### config.mk
export PLATFORM = sky130hd
export DESIGN_NAME = axi_rr_arbiter
export DESIGN_NICKNAME = d
export VERILOG_FILES = /design/src/rtl/axi_rr_arbiter.sv
export SDC_FILE = /design/constraint.sdc
export NUM_CORES = 1
export LEC_CHECK = 0
export ABC_AREA = 1
export BUFFER_PORTS_ARGS = -buffer_cell sky130_fd_sc_hd__clkbuf_2
export CAP_MARGIN = 20
export CELL_PAD_IN_SITES_DETAIL_PLACEMENT = 1
export CELL_PAD_IN_SITES_GLOBAL_PLACEMENT = 1
export CORE_MARGIN = 1.5
export CORE_UTILIZATION = 38
export DETAILED_ROUTE_END_ITERATION = 12
export PLACE_DENSITY_LB_ADDON = 0.1
export SETUP_SLACK_MARGIN = 0.15
export SYNTH_ARGS = -nofsm -noshare
export SYNTH_HDL_FRONTEND = slang
export SYNTH_SLANG_ARGS = --single-unit
### constraint.sdc
create_clock -name clk -period 3.2 [get_ports clk]
set_input_delay 0.8 -clock clk [delete_from_list [all_inputs] [get_ports clk]]
set_output_delay 0.8 -clock clk [all_outputs]
set_load 0.05 [all_outputs]
### src/rtl/axi_rr_arbiter.sv
// rtl/axi_rr_arbiter.sv - per-slave read/write ownership arbiter with round-robin or fixed priority
module axi_rr_arbiter #(
    parameter int NUM_M         = 3,
    parameter int NUM_S         = 6,
    parameter int ARB_MODE      = 1,
    parameter int RW_CONCURRENT = 1,
    parameter int MIDX_BITS     = $clog2(NUM_M + 1),
    parameter int SIDX_BITS     = $clog2(NUM_S + 2)
) (
    input  logic                                clk,
    input  logic                                rst_n,
    input  logic [NUM_S:0][NUM_M-1:0]           R_REQ,
    input  logic [NUM_S:0][NUM_M-1:0]           W_REQ,
    input  logic [NUM_S:0]                      ARREADY_S,
    input  logic [NUM_S:0]                      AWREADY_S,
    input  logic [NUM_M-1:0]                    RREADY_M,
    input  logic [NUM_M-1:0]                    BREADY_M,
    input  logic [NUM_S:0]                      RVALID_S,
    input  logic [NUM_S:0]                      RLAST_S,
    input  logic [NUM_S:0]                      BVALID_S,
    output logic [NUM_S:0][MIDX_BITS-1:0]       SRIdx,
    output logic [NUM_S:0][MIDX_BITS-1:0]       SWIdx,
    output logic [NUM_M-1:0][SIDX_BITS-1:0]     MRIdx,
    output logic [NUM_M-1:0][SIDX_BITS-1:0]     MWIdx,
    output logic [NUM_S:0]                      R_BUSY,
    output logic [NUM_S:0]                      W_BUSY
);

    localparam int PTR_W = (NUM_M > 1) ? $clog2(NUM_M) : 1;

    logic [NUM_S:0][MIDX_BITS-1:0] r_rown, r_wown;
    logic [NUM_S:0][PTR_W-1:0]     r_rptr, r_wptr;
    logic [NUM_S:0][MIDX_BITS-1:0] w_rwin, w_wwin;
    logic [NUM_S:0]                w_rdone, w_wdone, w_busy;

    // Descending scan so the last hit is the first candidate in priority order.
    function automatic logic [MIDX_BITS-1:0] f_pick(input logic [NUM_M-1:0] cand,
                                                    input logic [PTR_W-1:0] ptr);
        logic [MIDX_BITS-1:0] win;
        int k;
        win = '0;
        for (int i = NUM_M - 1; i >= 0; i--) begin
            k = (ARB_MODE != 0) ? int'(ptr) + i : i;
            if (k >= NUM_M) k = k - NUM_M;
            if (cand[k]) win = MIDX_BITS'(k + 1);
        end
        return win;
    endfunction

    function automatic logic [PTR_W-1:0] f_next(input logic [MIDX_BITS-1:0] win);
        return (win >= MIDX_BITS'(NUM_M)) ? '0 : PTR_W'(win);
    endfunction

    function automatic logic f_hs(input logic [MIDX_BITS-1:0] own,
                                  input logic [NUM_M-1:0] ready);
        logic hit;
        hit = 1'b0;
        for (int m = 0; m < NUM_M; m++)
            if (own == MIDX_BITS'(m + 1) && ready[m]) hit = 1'b1;
        return hit;
    endfunction

    always_comb begin
        w_rwin  = '0;
        w_wwin  = '0;
        w_rdone = '0;
        w_wdone = '0;
        w_busy  = '0;
        SRIdx   = '0;
        SWIdx   = '0;
        R_BUSY  = '0;
        W_BUSY  = '0;
        MRIdx   = '0;
        MWIdx   = '0;
        for (int s = 0; s <= NUM_S; s++) begin
            w_rwin[s]  = f_pick(R_REQ[s] & {NUM_M{ARREADY_S[s] & rst_n}}, r_rptr[s]);
            w_wwin[s]  = f_pick(W_REQ[s] & {NUM_M{AWREADY_S[s] & rst_n}}, r_wptr[s]);
            w_rdone[s] = RVALID_S[s] & RLAST_S[s] & f_hs(r_rown[s], RREADY_M);
            w_wdone[s] = BVALID_S[s] & f_hs(r_wown[s], BREADY_M);
            w_busy[s]  = (r_rown[s] != '0) || (r_wown[s] != '0);
            R_BUSY[s]  = (r_rown[s] != '0);
            W_BUSY[s]  = (r_wown[s] != '0);
            if (RW_CONCURRENT != 0) begin
                SRIdx[s] = (r_rown[s] != '0) ? r_rown[s] : w_rwin[s];
                SWIdx[s] = (r_wown[s] != '0) ? r_wown[s] : w_wwin[s];
            end else begin
                // Shared owner: an idle slave offers itself to the read winner first.
                SRIdx[s] = w_busy[s] ? r_rown[s] : w_rwin[s];
                SWIdx[s] = w_busy[s] ? r_wown[s] : ((w_rwin[s] != '0) ? '0 : w_wwin[s]);
            end
        end
        for (int m = 0; m < NUM_M; m++) begin
            for (int s = 0; s <= NUM_S; s++) begin
                if (SRIdx[s] == MIDX_BITS'(m + 1)) MRIdx[m] = SIDX_BITS'(s + 1);
                if (SWIdx[s] == MIDX_BITS'(m + 1)) MWIdx[m] = SIDX_BITS'(s + 1);
            end
        end
    end

    always_ff @(posedge clk or negedge rst_n) begin
        if (!rst_n) begin
            r_rown <= '0;
            r_wown <= '0;
            r_rptr <= '0;
            r_wptr <= '0;
        end else begin
            for (int s = 0; s <= NUM_S; s++) begin
                if (RW_CONCURRENT != 0) begin
                    if (r_rown[s] == '0 || w_rdone[s]) begin
                        r_rown[s] <= w_rwin[s];
                        if (w_rwin[s] != '0) r_rptr[s] <= f_next(w_rwin[s]);
                    end
                    if (r_wown[s] == '0 || w_wdone[s]) begin
                        r_wown[s] <= w_wwin[s];
                        if (w_wwin[s] != '0) r_wptr[s] <= f_next(w_wwin[s]);
                    end
                end else if (!w_busy[s] || w_rdone[s] || w_wdone[s]) begin
                    r_rown[s] <= w_rwin[s];
                    r_wown[s] <= (w_rwin[s] != '0) ? '0 : w_wwin[s];
                    if (w_rwin[s] != '0)
                        r_rptr[s] <= f_next(w_rwin[s]);
                    else if (w_wwin[s] != '0)
                        r_wptr[s] <= f_next(w_wwin[s]);
                end
            end
        end
    end

endmodule
# After elaboration in Yosys (flattened, before gate mapping)
# Index checks and enable logic that the tools add are counted.
# op_classes
addsub	112
order_cmp	98
eq_ne	84
muxes	322
bitwise_logic	49
reduce_logical	112
# op_table
cell	n
< comparator 32 x 4 -> 1 bit (second input constant)	42
2-to-1 mux 32 bit	42
2-to-1 mux 2 bit	70
2-to-1 mux 1 bit	132
equality test 2 bit (second input constant)	56
subtractor 3 x 2 -> 4 bit (second input constant)	28
2-to-1 mux 3 bit	36
adder 2 bit (second input constant)	42
binary-select mux 1 bit (select 2 bit)	42
>= comparator 3 x 2 -> 1 bit (second input constant)	28
equality test 2 x 1 -> 1 bit (second input constant)	28
>= comparator 2 bit (second input constant)	28
nonzero test 2 bit	28
adder 2 x 1 -> 3 bit (second input constant)	14
adder 2 x 2 -> 3 bit (second input constant)	14
bitwise AND 3 bit	14
logical AND 1 bit	42
subtractor 2 x 2 -> 3 bit (second input constant)	14
bitwise AND 1 bit	35
logical NOT 2 bit	14
AND reduction 2 bit	14
logical OR 1 bit	14
# totals
ff_bits	56

# Logic depth before layout (Yosys ltp)
# Gate-level depths: netlist of run 1.
# logic_depth
depth_word	18
mapped_depth	20
mapped_depth_nobuf	20

# Least setup slack after synthesis of run 1
# No wires, ideal clock.
# synth_timing
path_kind	input-to-output
startpoint	input port rst_n
endpoint	output port MWIdx[3] (netlist name)
arrival_ns	2.741
required_ns	2.400
slack_ns	-0.341
path_stages	12
n_path_buf	0
cell_sequence	nand2_1 -> nor2_1 -> nand3_1 -> a21boi_0 -> or2_0 -> nand3_1 -> nand2_1 -> o21ai_2 -> nand3_1 -> nand2_1 -> nand2_1 -> nand2_1
# synth_rtl
element	line	rtl
start, declared	11	input logic rst_n,
end, declared	24	output logic [NUM_M-1:0][SIDX_BITS-1:0] MWIdx,

==> impl_metrics.json, run 1 <==
{
  "nets": 1451,
  "firstDrtPassIters": 5,
  "port_buffers": 144,
  "slew_violations": 0,
  "hold_class": "in2async",
  "detail-route-antenna-nets": 0,
  "slew_headroom_pct": 61.6,
  "rows": 46,
  "htree_levels": 2,
  "end_kind": "output pin",
  "crit_top_cell": "nand2_1",
  "clk_latency_ns": 0.33,
  "synth_cells": 1028,
  "status": "finished with violations",
  "max_freq_mhz": 259,
  "ys_ff_latch": 56,
  "dpl_cell_area_um2": 8430,
  "cp_slowest_cell": "dfrtp_1",
  "gp_congestion": 0.853,
  "route.detailed.drc": 0,
  "rsz0062_at_grt": "true",
  "cts_tree": "done",
  "grt_pass1_wl_um": 42600,
  "clock_skew_ns": 0.0161,
  "final_area_um2": 10700,
  "cp_slowest_stage_delay_ns": 0.47,
  "final_cell_count_no_fill": 1538,
  "fin_tns_setup_ns": -14.77,
  "initial_utilization_pct": 39.1,
  "cts_num_sinks": 56,
  "die-height_um": 131,
  "setup_ws_ns": -0.665,
  "cp_data_arrival_time_ns": 3.06,
  "wl_um": 40500,
  "grt_overflow": 0,
  "clkTransAtPathRegs_ns": 0.09,
  "synth_nets": 1160,
  "failed_checks": "negative setup slack",
  "boundaryPins": 145,
  "cp_cell_sequence": "inv_1, ha_1, inv_2, nand2_1, nand2_1, nand2_1, nand2_1, o21ai_2, inv_1, nand2_1, nand3_2, nand2_4, nand3_1, nand2_1, nand2_1, nand2_2, nand2_1, nand2_2, clkbuf_16",
  "synthTopCellsByArea": "dfrtp_1, nand2_1, inv_1",
  "vias": 9502,
  "drv_cap": 0,
  "crit_type": "reg2out",
  "dpl.cell_count": 1468,
  "die_width_um": 131,
  "hold_violations": 0,
  "fin_crit_sh_pct": 121,
  "ys_seq_area_share_pct": 22.5,
  "synth.avg_cell_area_um2": 6.06,
  "antenna_found_initial": 4,
  "grt_pass1_vias": 8824,
  "yosysTopAreaCell": "dfrtp_1",
  "clockBufferDepth": 2,
  "root_buffer": "clkbuf_16",
  "critPathMaxFanout": 4,
  "wl_per_cell_um": 26.3,
  "core_area_um2": 15900,
  "worstPathRequired_ns": 2.40,
  "ys_types": 39,
  "tightestPinTransition_ns": 0.573,
  "finalSetupViolations": 45,
  "drtIter0Drc": 676,
  "cts_buffers": 5,
  "dieArea_um2": 17200,
  "synth_top_area_share_pct": 22.5,
  "grt_max_degree": 19,
  "grt_usage_pct": 31.7,
  "areaGrowthSynthToFinish_pct": 71.7,
  "dp_hpwl_um": 17300,
  "start_kind": "flop",
  "vias_per_cell": 6.18,
  "final_cell_mix": "nand2_1, inv_1, buf_4",
  "netlist_area_um2": 6230,
  "post-route-min-period_ns": 3.86,
  "mostFrequentLayoutCell": "nand2_1",
  "drive_above_1_share_pct": 46.2,
  "ys.warnings.count": 0,
  "fill_cells": 1962
}
==> synthesized netlist by cell type <==
cell type,count
a21boi_0,1
a21oi_1,34
a21oi_2,3
a31oi_1,2
and2_1,1
and2_4,1
buf_12,1
buf_6,2
buf_8,2
clkinv_1,3
dfrtp_1,56
ha_1,47
inv_1,191
inv_2,9
nand2_1,318
nand2_2,8
nand3_1,131
nand3_2,16
nand3_4,1
nand3b_1,2
nand4_1,14
nor2_1,51
nor2_2,3
nor2b_1,1
nor3_1,5
o211ai_1,7
o211ai_2,1
o21a_1,1
o21ai_0,63
o21ai_1,24
o21ai_2,5
o21ai_4,1
o21bai_1,1
o221ai_1,14
o31ai_1,3
o31ai_2,1
or2_0,2
or2_1,1
or2_2,1
==> metal layers <==
layer  global-route usage (%)  part of all wire [%]  vias to the layer above
met1                     34.0                    34                     4615
li1                         -                     -                     3891
met4                     14.6                   8.2                        4
met3                     5.88                   8.0                      300
met2                     60.0                    50                      692
met5                        0                 0.064                        -
==> final timing paths <==
check	to	slack, ns	depth (start not counted)	from
setup / recovery	MWIdx[3]	-0.66	19	r_wptr[5]$_DFFE_PN0P_
hold / removal	r_rown[4]$_DFFE_PN0P_	0.61	3	rst_n
setup reg to reg	r_wown[9]$_DFFE_PN0P_	-0.46	26	r_wptr[8]$_DFFE_PN0P_
hold reg to reg	r_rptr[3]$_DFFE_PN0P_	0.61	2	r_rptr[3]$_DFFE_PN0P_
max in group asynchronous	r_wown[5]$_DFFE_PN0P_	2.11	5	rst_n
min in group clk	r_rptr[3]$_DFFE_PN0P_	0.61	2	r_rptr[3]$_DFFE_PN0P_
==> cells by family (layout without fill, tap and decap cells) <==
group	Yosys count	after routing	synth area share [%]
flops	56	56	22.5
fa+ha+maj	47	47	9.43
simple gates	556	556	39.5
buf+inv	208	500	13.4
other cells	0	2	0
compound gates	161	161	15.2
==> timing repair <==
item,4_1_cts,5_1_grt
resized for setup,191,204
endpoints found under the setup margin,46,49
pin swaps,50,55
cloned,5,0
buffers inserted,37,18
hold buffers,0,0
==> stage by stage <==
| step | hold slack (ns) | util, % | setup slack [ns] |
|---|---|---|---|
| global route | 0.612 | 67.1 | -0.830 |
| finish | 0.608 | 67.1 | -0.665 |
| global placement | 0.514 | 52.9 | -0.383 |
| detailed placement | 0.551 | 52.9 | -0.442 |
| floorplan | 0.490 | - | -0.114 |
| CTS | 0.569 | 61.5 | -0.231 |
==> flip-flops by register name (all words and copies together) (netlist names) <==
signal,count
r_wptr,14
r_rptr,14
r_rown,14
r_wown,14
==> cell type report <==
class / instances / area, µm² / share of cell area, %
inverter: 203 / 797 / 7.45
clock inverter: 3 / 21.3 / 0.199
clock buffer: 5 / 125 / 1.17
timing repair buffer: 289 / 2770 / 25.9
antenna: 2 / 5.00 / 0.0468
sequential: 56 / 1400 / 13.1
multi-input combinational: 764 / 5310 / 49.6
tap: 216 / 270 / 2.52
==> critical path: cells and delay by family, from the launching register on <==
kind | cells | cell delay, ns
adders and majority gates | 1 | 0.31
AOI/OAI and AO/OA | 1 | 0.10
and+or+nand+nor | 13 | 1.38
DFF | 1 | 0.47
buffers and inverters | 4 | 0.47
Power of run 1 is not shown: default switching activity piles up to over one toggle a cycle in this logic, so the estimate is an artifact.
==> run 2, diff against run 1 <==
--- a/config.mk
+++ b/config.mk
@@ -10,7 +10,7 @@
 export CAP_MARGIN = 20
 export CELL_PAD_IN_SITES_DETAIL_PLACEMENT = 1
 export CELL_PAD_IN_SITES_GLOBAL_PLACEMENT = 1
-export CORE_MARGIN = 1.5
+export CORE_MARGIN = 2
 export CORE_UTILIZATION = 38
 export DETAILED_ROUTE_END_ITERATION = 12
 export PLACE_DENSITY_LB_ADDON = 0.1
==> run 2 against run 1 <==
Net effect:
- the run now fails in global routing
- area after synthesis stayed put
- synthesized cell count unchanged
==> impl_metrics.json, run 2 <==
{
  "status": "did not finish",
  "failed_stage": "global routing",
  "firstError": "[ERROR DPL-0033] detailed placement checks failed during check placement.",
  "synthMuxAreaShare_pct": 0,
  "synth_top_area_share_pct": 22.5,
  "synth_compound_area_share_pct": 15.2,
  "dpl.cell_count": 1463,
  "synth_xor_area_share_pct": 0,
  "async_flop_share_pct": 100,
  "cts_num_sinks": 56,
  "root_buffer": "clkbuf_16",
  "gp_congestion": 0.835,
  "ys_ff_latch": 56,
  "yosys.area_share.simple_pct": 39.5,
  "die_width_um": 132,
  "yosysTopAreaCell": "dfrtp_1",
  "clockBufferDepth": 2,
  "htree_levels": 2,
  "initial_utilization_pct": 39.1,
  "worst_endpoint": "MWIdx[7]",
  "synth.avg_cell_area_um2": 6.06,
  "place_ws_ns": -0.505,
  "grt_max_degree": 24,
  "die-height_um": 132,
  "synth_cells": 1028,
  "synthTopCellsByArea": "dfrtp_1, nand2_1, inv_1",
  "ys.warnings.count": 0,
  "cts_buffers": 5,
  "ys_top_cells_by_count": "nand2_1, inv_1, nand3_1, o21ai_0, dfrtp_1",
  "synthAdderAreaFrac_pct": 9.43,
  "boundaryPins": 145,
  "rows": 46,
  "port_buffers": 144,
  "ys_seq_area_share_pct": 22.5,
  "worst-ep-kind": "top-level output",
  "yosysMostFrequentCell": "nand2_1",
  "dp_hpwl_um": 17300,
  "antenna_found_initial": 0,
  "synth_edf_count": 0,
  "synth_top_family_by_area": "simple AND/OR/NAND/NOR gates",
  "netlist_area_um2": 6230,
  "ys.flop_type": "dfrtp_1",
  "synth_nets": 1160,
  "ys_types": 39
}
-- run 2: cell counts after synthesis --
Identical to the previous run, type by type.
-- run 2: logic make-up after synthesis --
kind of cell | count (synthesis)
and+or+nand+nor | 556
buffers and inverters | 208
AOI/OAI and AO/OA | 161
DFF | 56
adders and majority gates | 47
-- run 2: repair_timing --
action / 4_1_cts
pin swaps: 55
setup endpoints to repair: 46
hold buffers: 0
gates resized for setup: 246
setup buffers: 45
gates cloned: 3
-- run 2: stage by stage --
| stage | TNS [ns] | hold WS [ns] | instance area, µm² |
|---|---|---|---|
| floorplan | -0.718 | 0.490 | 6540 |
| global placement | -6.47 | 0.521 | 8390 |
| detailed placement | -8.77 | 0.545 | 8390 |
| CTS | -2.15 | 0.488 | 9980 |
==> run 3, diff against run 2 <==
==> config.mk (replaced) <==
export PLATFORM = sky130hd
export DESIGN_NAME = axi_rr_arbiter
export DESIGN_NICKNAME = d
export VERILOG_FILES = /design/src/rtl/axi_rr_arbiter.sv
export SDC_FILE = /design/constraint.sdc
export NUM_CORES = 1
export LEC_CHECK = 0
export ABC_AREA = 1
export BUFFER_PORTS_ARGS = -buffer_cell sky130_fd_sc_hd__clkbuf_2
export CAP_MARGIN = 20
export CORE_MARGIN = 2
export CORE_UTILIZATION = 35
export DETAILED_ROUTE_END_ITERATION = 12
export PLACE_DENSITY_LB_ADDON = 0.15
export SYNTH_ARGS = -nofsm -noshare
export SYNTH_HDL_FRONTEND = slang
export SYNTH_SLANG_ARGS = --single-unit
==> run 3 against run 2 <==
Net effect:
- the flow now finishes, with violations (negative setup slack)
==> impl_metrics.json, run 3 (synthesized netlist as in run 1, its figures left out) <==
{
  "firstDrtPassIters": 5,
  "tightestPinTransition_ns": 0.341,
  "clk_latency_ns": 0.30,
  "detail-route-antenna-nets": 0,
  "die_width_um": 137,
  "max_freq_mhz": 295,
  "rr_worst_depth": 16,
  "finalSetupViolations": 20,
  "rsz0062_at_grt": "true",
  "critPathMaxFanout": 7,
  "drtIter0Drc": 362,
  "grt_pass1_vias": 6807,
  "cts_num_sinks": 56,
  "start_kind": "primary input",
  "cp_data_arrival_time_ns": 2.59,
  "wl_per_cell_um": 12.8,
  "dpl.cell_count": 1470,
  "crit_type": "in2out",
  "route.detailed.drc": 0,
  "initial_utilization_pct": 35.9,
  "dieArea_um2": 18900,
  "mostFrequentLayoutCell": "nand2_1",
  "cts_buffers": 5,
  "grt_pass1_wl_um": 30700,
  "worstReg2RegEnd": "r_wptr[10]$_DFFE_PN0P_",
  "post-route-min-period_ns": 3.39,
  "boundaryPins": 145,
  "drv_cap": 0,
  "final_cell_count_no_fill": 1510,
  "grt_usage_pct": 20.1,
  "final_cell_mix": "nand2_1, inv_1, clkbuf_2",
  "vias_per_cell": 4.84,
  "htree_levels": 2,
  "gp_congestion": 0.878,
  "setup_ws_ns": -0.193,
  "holdWs_ns": 0.440,
  "slew_violations": 0,
  "grt_max_degree": 16,
  "drive_above_1_share_pct": 39.7,
  "die-height_um": 137,
  "worstPathRequired_ns": 2.40,
  "ff2ff_setup_slack_ns": 0.91,
  "clock_skew_ns": 0.00322,
  "clockBufferDepth": 2,
  "rows": 48,
  "root_buffer": "clkbuf_16",
  "r2r_start": "r_wptr[10]$_DFFE_PN0P_",
  "end_kind": "output pin",
  "hold_buffers": 0,
  "dp_hpwl_um": 14200,
  "vias": 7310,
  "clkTransAtPathRegs_ns": 0.07,
  "port_buffers": 144,
  "areaGrowthSynthToFinish_pct": 54.0,
  "hold_class": "in2async",
  "antenna_found_initial": 2,
  "n_antenna_cell": 0,
  "cts_tree": "done",
  "wl_um": 19400,
  "slew_headroom_pct": 77.2,
  "status": "finished with violations",
  "final_util_pct": 55.3,
  "failed_checks": "negative setup slack",
  "nets": 1417,
  "core_area_um2": 17400,
  "hold_violations": 0,
  "fin_crit_sh_pct": 106,
  "grt_overflow": 0
}
[run 3: area by class of cell]
class,instances,area [µm²]
timing repair buffer,255,2110
tap,225,282
sequential,56,1400
inverter,203,769
clock buffer,7,153
multi-input combinational,764,4890
fill,1679,7750
[run 3: through the flow]
| step | cell area [µm²] | setup TNS [ns] | worst slack (ns) |
|---|---|---|---|
| CTS | 9010 | -1.68 | -0.116 |
| global placement | 7950 | -8.14 | -0.407 |
| finish | 9600 | -2.51 | -0.193 |
| global route | 9600 | -5.67 | -0.326 |
| floorplan | 6380 | -0.706 | -0.114 |
| detailed placement | 7950 | -9.42 | -0.436 |
[run 3: worst max path at each step]
stage	from	end	slack (ns)	depth (start not counted)
floorplan	rst_n	MRIdx[1]	-0.11	12
global placement	rst_n	MWIdx[6]	-0.41	21
detailed placement	rst_n	MWIdx[6]	-0.44	21
CTS	rst_n	MWIdx[7]	-0.12	17
global route	rst_n	MWIdx[0]	-0.33	16
finish	rst_n	MWIdx[7]	-0.19	16
[run 3: per-layer routing]
layer	global-route usage [%]	wire [µm]
met3	3.61	1090
met5	0	23
met2	35.3	9360
met1	25.7	8640
met4	4.30	257
[run 3: what timing repair did]
action                     4_1_cts  5_1_grt
cloned                           5        0
pin swaps                       44       70
gates resized for setup        160      172
buffers inserted                14       16
setup endpoints to repair       40       41
[run 3: worst max-delay path, cell delays in order]
cell and delay (ns):
buf_16 0.11, buf_12 0.13, nand2_4 0.05, nor2_4 0.12, nand3_2 0.07, a21boi_2 0.16
or2_0 0.22, nand3_1 0.12, nand2_2 0.08, o21ai_4 0.23, nand2_2 0.11, nand2_2 0.08
inv_2 0.04, nand2_2 0.06, nand2_2 0.05, buf_8 0.14
Power of run 3 is left out for the same reason.
